[config.mk]
export PLATFORM = sky130hd
export DESIGN_NAME = fwd_regfile
export DESIGN_NICKNAME = d
export VERILOG_FILES = /design/src/rtl/fwd_regfile_pkg.sv /design/src/rtl/fwd_select.sv /design/src/rtl/fwd_regfile.sv
export SDC_FILE = /design/constraint.sdc
export NUM_CORES = 1
export LEC_CHECK = 0
export CAP_MARGIN = 30
export CORE_ASPECT_RATIO = 1.2
export CORE_MARGIN = 2
export CORE_UTILIZATION = 52
export DETAILED_ROUTE_END_ITERATION = 10
export GPL_ROUTABILITY_DRIVEN = 0
export HOLD_SLACK_MARGIN = 0.02
export PLACE_DENSITY = 0.77
export SLEW_MARGIN = 40
export SYNTH_ARGS = -nofsm -noshare
export SYNTH_HDL_FRONTEND = slang
export SYNTH_SLANG_ARGS = --single-unit
[constraint.sdc]
create_clock -name CLK -period 5.8 [get_ports CLK]
set_clock_uncertainty 0.2 [all_clocks]
set_input_delay 1.16 -clock CLK [delete_from_list [all_inputs] [get_ports CLK]]
set_output_delay 1.16 -clock CLK [all_outputs]
set_load 0.05 [all_outputs]
[src/rtl/fwd_regfile_pkg.sv]
// Shared types and helpers for the forwarding register file.
// FWD_REGFILE_R0ZERO_EN makes register 0 a hardwired zero.
package fwd_regfile_pkg;

  localparam int unsigned DEF_DBITS = 16;
  localparam int unsigned DEF_ABITS = 3;

  // Widest packed bus / field the extraction helper handles.
  localparam int unsigned BUS_MAX   = 1024;
  localparam int unsigned FIELD_MAX = 64;

`ifdef FWD_REGFILE_R0ZERO_EN
  localparam bit R0_ZERO = 1'b1;
`else
  localparam bit R0_ZERO = 1'b0;
`endif

  typedef enum logic [1:0] {
    FWD_STAGE  = 2'd0,
    FWD_COMMIT = 2'd1,
    FWD_ARRAY  = 2'd2
  } fwd_src_e;

  // Field idx of a packed bus made of width-bit fields; caller narrows the result.
  function automatic logic [FIELD_MAX-1:0] get_field(input logic [BUS_MAX-1:0] bus,
                                                     input int unsigned idx,
                                                     input int unsigned width);
    get_field = FIELD_MAX'(bus >> (idx * width));
  endfunction

endpackage

[src/rtl/fwd_select.sv]
// Single read-port priority mux: youngest matching producer, then commit
// write-through, then the array. Honors FWD_REGFILE_R0ZERO_EN via the package.
module fwd_select
  import fwd_regfile_pkg::*;
#(
  parameter int unsigned DBITS = DEF_DBITS,
  parameter int unsigned ABITS = DEF_ABITS,
  parameter int unsigned NSTG  = 2
) (
  input  logic [ABITS-1:0]      raddr,
  input  logic [NSTG-1:0]       pwe,
  input  logic [NSTG*ABITS-1:0] paddr,
  input  logic [NSTG*DBITS-1:0] pdata,
  input  logic [NSTG-1:0]       prdy,
  input  logic                  we,
  input  logic [ABITS-1:0]      waddr,
  input  logic [DBITS-1:0]      din,
  input  logic [DBITS-1:0]      arr_data,
  output logic [DBITS-1:0]      data_c,
  output logic                  hazard_c,
  output fwd_src_e              src_c
);

  logic [ABITS-1:0] stg_addr;

  // Lowest-priority source first; later overrides win, so stage 0 is applied last.
  always_comb begin
    data_c   = arr_data;
    hazard_c = 1'b0;
    src_c    = FWD_ARRAY;
    stg_addr = '0;

    if (we && (waddr == raddr)) begin
      data_c = din;
      src_c  = FWD_COMMIT;
    end

    for (int s = int'(NSTG) - 1; s >= 0; s--) begin
      stg_addr = ABITS'(get_field(BUS_MAX'(paddr), s, ABITS));
      if (pwe[s] && (stg_addr == raddr) && !(R0_ZERO && (stg_addr == '0))) begin
        data_c   = DBITS'(get_field(BUS_MAX'(pdata), s, DBITS));
        hazard_c = !prdy[s];
        src_c    = FWD_STAGE;
      end
    end

    if (R0_ZERO && (raddr == '0)) begin
      data_c   = '0;
      hazard_c = 1'b0;
      src_c    = FWD_ARRAY;
    end
  end

endmodule

[src/rtl/fwd_regfile.sv]
// Pipelined register file with multi-stage forwarding, load-use stall and
// held-operand patching. Define FWD_REGFILE_R0ZERO_EN for a hardwired-zero r0.
module fwd_regfile
  import fwd_regfile_pkg::*;
#(
  parameter int unsigned DBITS = DEF_DBITS,
  parameter int unsigned ABITS = DEF_ABITS,
  parameter int unsigned NRD   = 2,
  parameter int unsigned NSTG  = 2,
  parameter              MFILE = "Regs.mif"
) (
  input  logic                  CLK,
  input  logic                  RESET,
  input  logic [NRD*ABITS-1:0]  RADDR,
  input  logic                  HOLD,
  output logic [NRD*DBITS-1:0]  DOUT,
  output logic                  STALL,
  input  logic [NSTG-1:0]       PWE,
  input  logic [NSTG*ABITS-1:0] PADDR,
  input  logic [NSTG*DBITS-1:0] PDATA,
  input  logic [NSTG-1:0]       PRDY,
  input  logic                  WE,
  input  logic [ABITS-1:0]      WADDR,
  input  logic [DBITS-1:0]      DIN
);

  localparam int unsigned NREGS = 2 ** ABITS;

  logic [DBITS-1:0] mem [NREGS];
  logic [NRD-1:0]   port_stall;
  logic             commit_ok;
  logic             load;

  // Contents come from reset; the preload file only names the sim image.
  if (MFILE == "") begin : g_no_mfile
  end

  assign commit_ok = WE && !(R0_ZERO && (WADDR == '0));
  assign load      = !HOLD && !STALL;
  assign STALL     = |port_stall;

  always_ff @(posedge CLK or posedge RESET) begin
    if (RESET) begin
      for (int r = 0; r < int'(NREGS); r++) mem[r] <= '0;
    end else if (commit_ok) begin
      mem[WADDR] <= DIN;
    end
  end

  for (genvar i = 0; i < int'(NRD); i++) begin : g_port
    logic [ABITS-1:0] raddr_i;
    logic [DBITS-1:0] sel_data;
    logic             hazard;
    fwd_src_e         sel_src;
    logic [DBITS-1:0] dout_q;
    logic [ABITS-1:0] laddr_q;

    assign raddr_i = ABITS'(get_field(BUS_MAX'(RADDR), i, ABITS));

    fwd_select #(
      .DBITS (DBITS),
      .ABITS (ABITS),
      .NSTG  (NSTG)
    ) u_sel (
      .raddr    (raddr_i),
      .pwe      (PWE),
      .paddr    (PADDR),
      .pdata    (PDATA),
      .prdy     (PRDY),
      .we       (commit_ok),
      .waddr    (WADDR),
      .din      (DIN),
      .arr_data (mem[raddr_i]),
      .data_c   (sel_data),
      .hazard_c (hazard),
      .src_c    (sel_src)
    );

    // Only a winning, not-yet-ready producer can freeze the pipe.
    assign port_stall[i] = hazard && (sel_src == FWD_STAGE);

    // Frozen operands still track commits to the register they were read from.
    always_ff @(posedge CLK or posedge RESET) begin
      if (RESET) begin
        dout_q  <= '0;
        laddr_q <= '0;
      end else if (load) begin
        dout_q  <= sel_data;
        laddr_q <= raddr_i;
      end else if (commit_ok && (WADDR == laddr_q)) begin
        dout_q  <= DIN;
      end
    end

    assign DOUT[i*DBITS +: DBITS] = dout_q;
  end

endmodule
==> reports/metrics.yaml <==
run_status:
  outcome: "completed"
min_path:
  min-delay-start: "mem[124]"
  min_path_type: "reg2reg"
clock_network:
  cts_buffer_depth: 2
  clock_latency_ps: 440
  postCtsResizedCells: 0
  cts.sinks: 166
  post-cts-setup-buffers: 0
  cts_tree: "yes"
  holdBufCountCts: 0
  clkSlewWorstSetupHoldPaths_ps: 60
  ctsHtreeMaxLevel: 4
  cts-root-buf: "clkbuf_16"
  cts_buffers: 17
die:
  die-area_mm2: 0.01980
  die_w_um: 128.8
  core_area_mm2: 0.01824
  start_util_pct: 53.26
  fp.dieH_um: 153.7
  row_count: 54
  top_level_ports: 104
critical_path:
  r2r_start: "mem[37]"
  path_class: "in2out"
  critPathLaunchType: "input port"
  critPathMaxFanout: 10
  crit_start: "PADDR[2]"
  required_ps: 4440
  end_kind: "output port"
  arrival_ps: 3480
sta:
  period_share_pct: 83.44
  setup_ws_ps: 960.8
  final_max_slew_viol_count: 0
  fin_setup_tns_ps: 0
  rsz0062_at_grt: "false"
  worstMarginPinSlew_ps: 782.7
  hold_ws_ps: 321.8
  setup_viol: 0
  hold_viol: 0
  finalCriticalPeriod_ps: 4839
  max_freq_mhz: 206.6
  slew_headroom_pct: 47.82
logic_synthesis:
  synth_nets: 752
  syn-cell-area_mm2: 0.009716
  synthSimpleGateAreaFrac_pct: 3.825
  synth_compound_gate_area_share_pct: 3.271
  ys.flop_type: "dfrtp_1"
  yosysSeqAreaShare_pct: 42.76
  synth_top_family_by_area: "multiplexers"
  synth-edff-count: 0
  synth_cell_type_count: 30
  synthArstFlopShare_pct: 100.0
  syn_avg_cell_area_um2: 14.27
  ys_ff_latch: 166
  synthAdderAreaFrac_pct: 0
  syn_inst: 681
  synth_xor_area_share_pct: 2.164
  muxShareOfSynthArea_pct: 44.56
  yosys_warnings: 0
drt:
  vias: 6806
  via_per_inst: 6.799
  drtIter0Drc: 574
  ant_nets: 0
  drt-pass1-iter-count: 6
  drt_wl_total_um: 28200
  drc: 0
  wire_per_inst_um: 28.17
layout:
  drive_gt1_share_pct: 40.93
  nFillCells: 1356
  areaGrowthSynthToFinish_pct: 19.39
  seqCellArea_mm2: 0.004154
  fin_util_pct: 63.59
  fin_nets: 835
  multiInputGateArea_mm2: 0.005256
  n_antenna_cell: 0
  final_cell_count_no_fill: 1001
global_routing:
  grtUsageTotal_pct: 29.67
  first_global_vias: 7374
  antenna_found_initial: 0
  grt_max_degree: 167
  grt-ovfl-total: 0
  grt_pass1_wl_um: 43710
pwr:
  p_int_w: 0.002983
  p_sw_share_pct: 33.24
  p_seq_share_pct: 37.4
  p_clk_share_pct: 27.7
  p_sw_w: 0.001485
  ir_worst_vdd_mv: 0.2949
  pwr-share-comb_pct: 34.9
  p_per_area_mw_per_mm2: 385.2
  p_leak_nw: 4.918
placed_design:
  io_buffers: 103
  place_inst: 968
  dp_hpwl_um: 18310
  dpl_worst_slack_ps: 1049
run:
  max-cap-violations: 0
[metrics by stage]
stage / power (W) / instance area (um2)
4_1_cts: 0.004474 / 11570
2_1_floorplan: 0.002727 / 9719
3_5_place_dp: 0.003232 / 10930
5_1_grt: 0.004634 / 11600
6_report: 0.004469 / 11600
3_3_place_gp: 0.003159 / 10910
[placed cells by master, fill, tap and decap left out, types with 2 or more instances in the layout]
cell type        instances
nor3_2                   2
buf_12                   2
o211a_1                  7
clkinv_4                 4
mux2_2                 191
nand2b_1                21
a222oi_1                 4
clkdlybuf4s50_1         97
nand3_1                  7
xnor2_1                 24
clkbuf_8                 3
mux4_2                  57
mux2i_1                 71
nor2_1                   3
clkbuf_16               17
dfrtp_1                166
nand2_1                 11
nor3b_2                  2
clkinvlp_4               2
nand4_1                  7
nand4b_1                 3
buf_2                    5
bufinv_16                4
clkinv_2                 2
buf_4                   23
and4_1                   4
o221ai_1                20
inv_1                    2
mux4_1                   7
[flip-flops by register name (all words and copies together) (netlist names)]
signal / flops
g_port.dout_q: 32
g_port.laddr_q: 6
mem: 128
[critical path, cell delays in order]
cell             delay (ps)
clkdlybuf4s50_1         480
xnor2_1                 220
nand4_1                 520
a22oi_1                 690
o22ai_1                 210
buf_12                  190
[worst paths after layout]
path                                  endpoint  slack, ps  cells after the start
max reg2reg                g_port[0].dout_q[5]       3490                      5
max                                      STALL        960                      6
min reg2reg                           mem[124]        320                      1
max in group asynchronous               mem[0]       3590                      4
min                                   mem[124]        320                      1
min in group asynchronous              mem[35]        950                      3
[final cells by class]
| type | instances | area share (%) |
|---|---|---|
| clock buffers | 21 | 4.056 |
| clock inverters | 11 | 1.489 |
| inverters | 3 | 0.1294 |
| multi-input cells | 447 | 45.31 |
| flip-flops and latches | 166 | 35.81 |
| well taps | 224 | 2.416 |
| repair buffers | 129 | 10.79 |
[synthesized netlist by cell type, types with 9 or more instances]
cell type,n,area (um2)
buf_4,9,67.56
clkbuf_1,35,131.4
nand2b_1,21,131.4
o221ai_1,21,183.9
mux2i_1,71,710.7
dfrtp_1,166,4154
buf_2,16,80.08
mux4_2,57,1284
mux2_2,191,2151
xnor2_1,24,210.2
nand2_1,11,41.29
[layer usage]
metal / part of all wire, % / wire, um / vias up / global-route usage [%]
li1: - / - / 2786 / -
met1: 40 / 11200 / 3562 / 39.57
met2: 50 / 14080 / 369 / 47.97
met3: 6.8 / 1927 / 89 / 4.976
met4: 3.5 / 991 / 0 / 13.04
met5: 0 / 0 / - / 0
[logic make-up after synthesis]
family | after synthesis
DFF | 166
buffers and inverters | 68
and+or+nand+nor | 62
xor gates and xnor gates | 24
AOI/OAI and AO/OA | 35
muxes | 326
[power by group through the flow]
stage	Sequential, W	Combinational (W)	Clock [W]
2_1_floorplan	0.00194	0.000786	0
3_3_place_gp	0.00165	0.00151	0
3_5_place_dp	0.00169	0.00155	0
4_1_cts	0.00167	0.00156	0.00125
5_1_grt	0.00171	0.00164	0.00129
6_report	0.00167	0.00156	0.00124
Note: power is estimated with default switching activity, not from simulation.
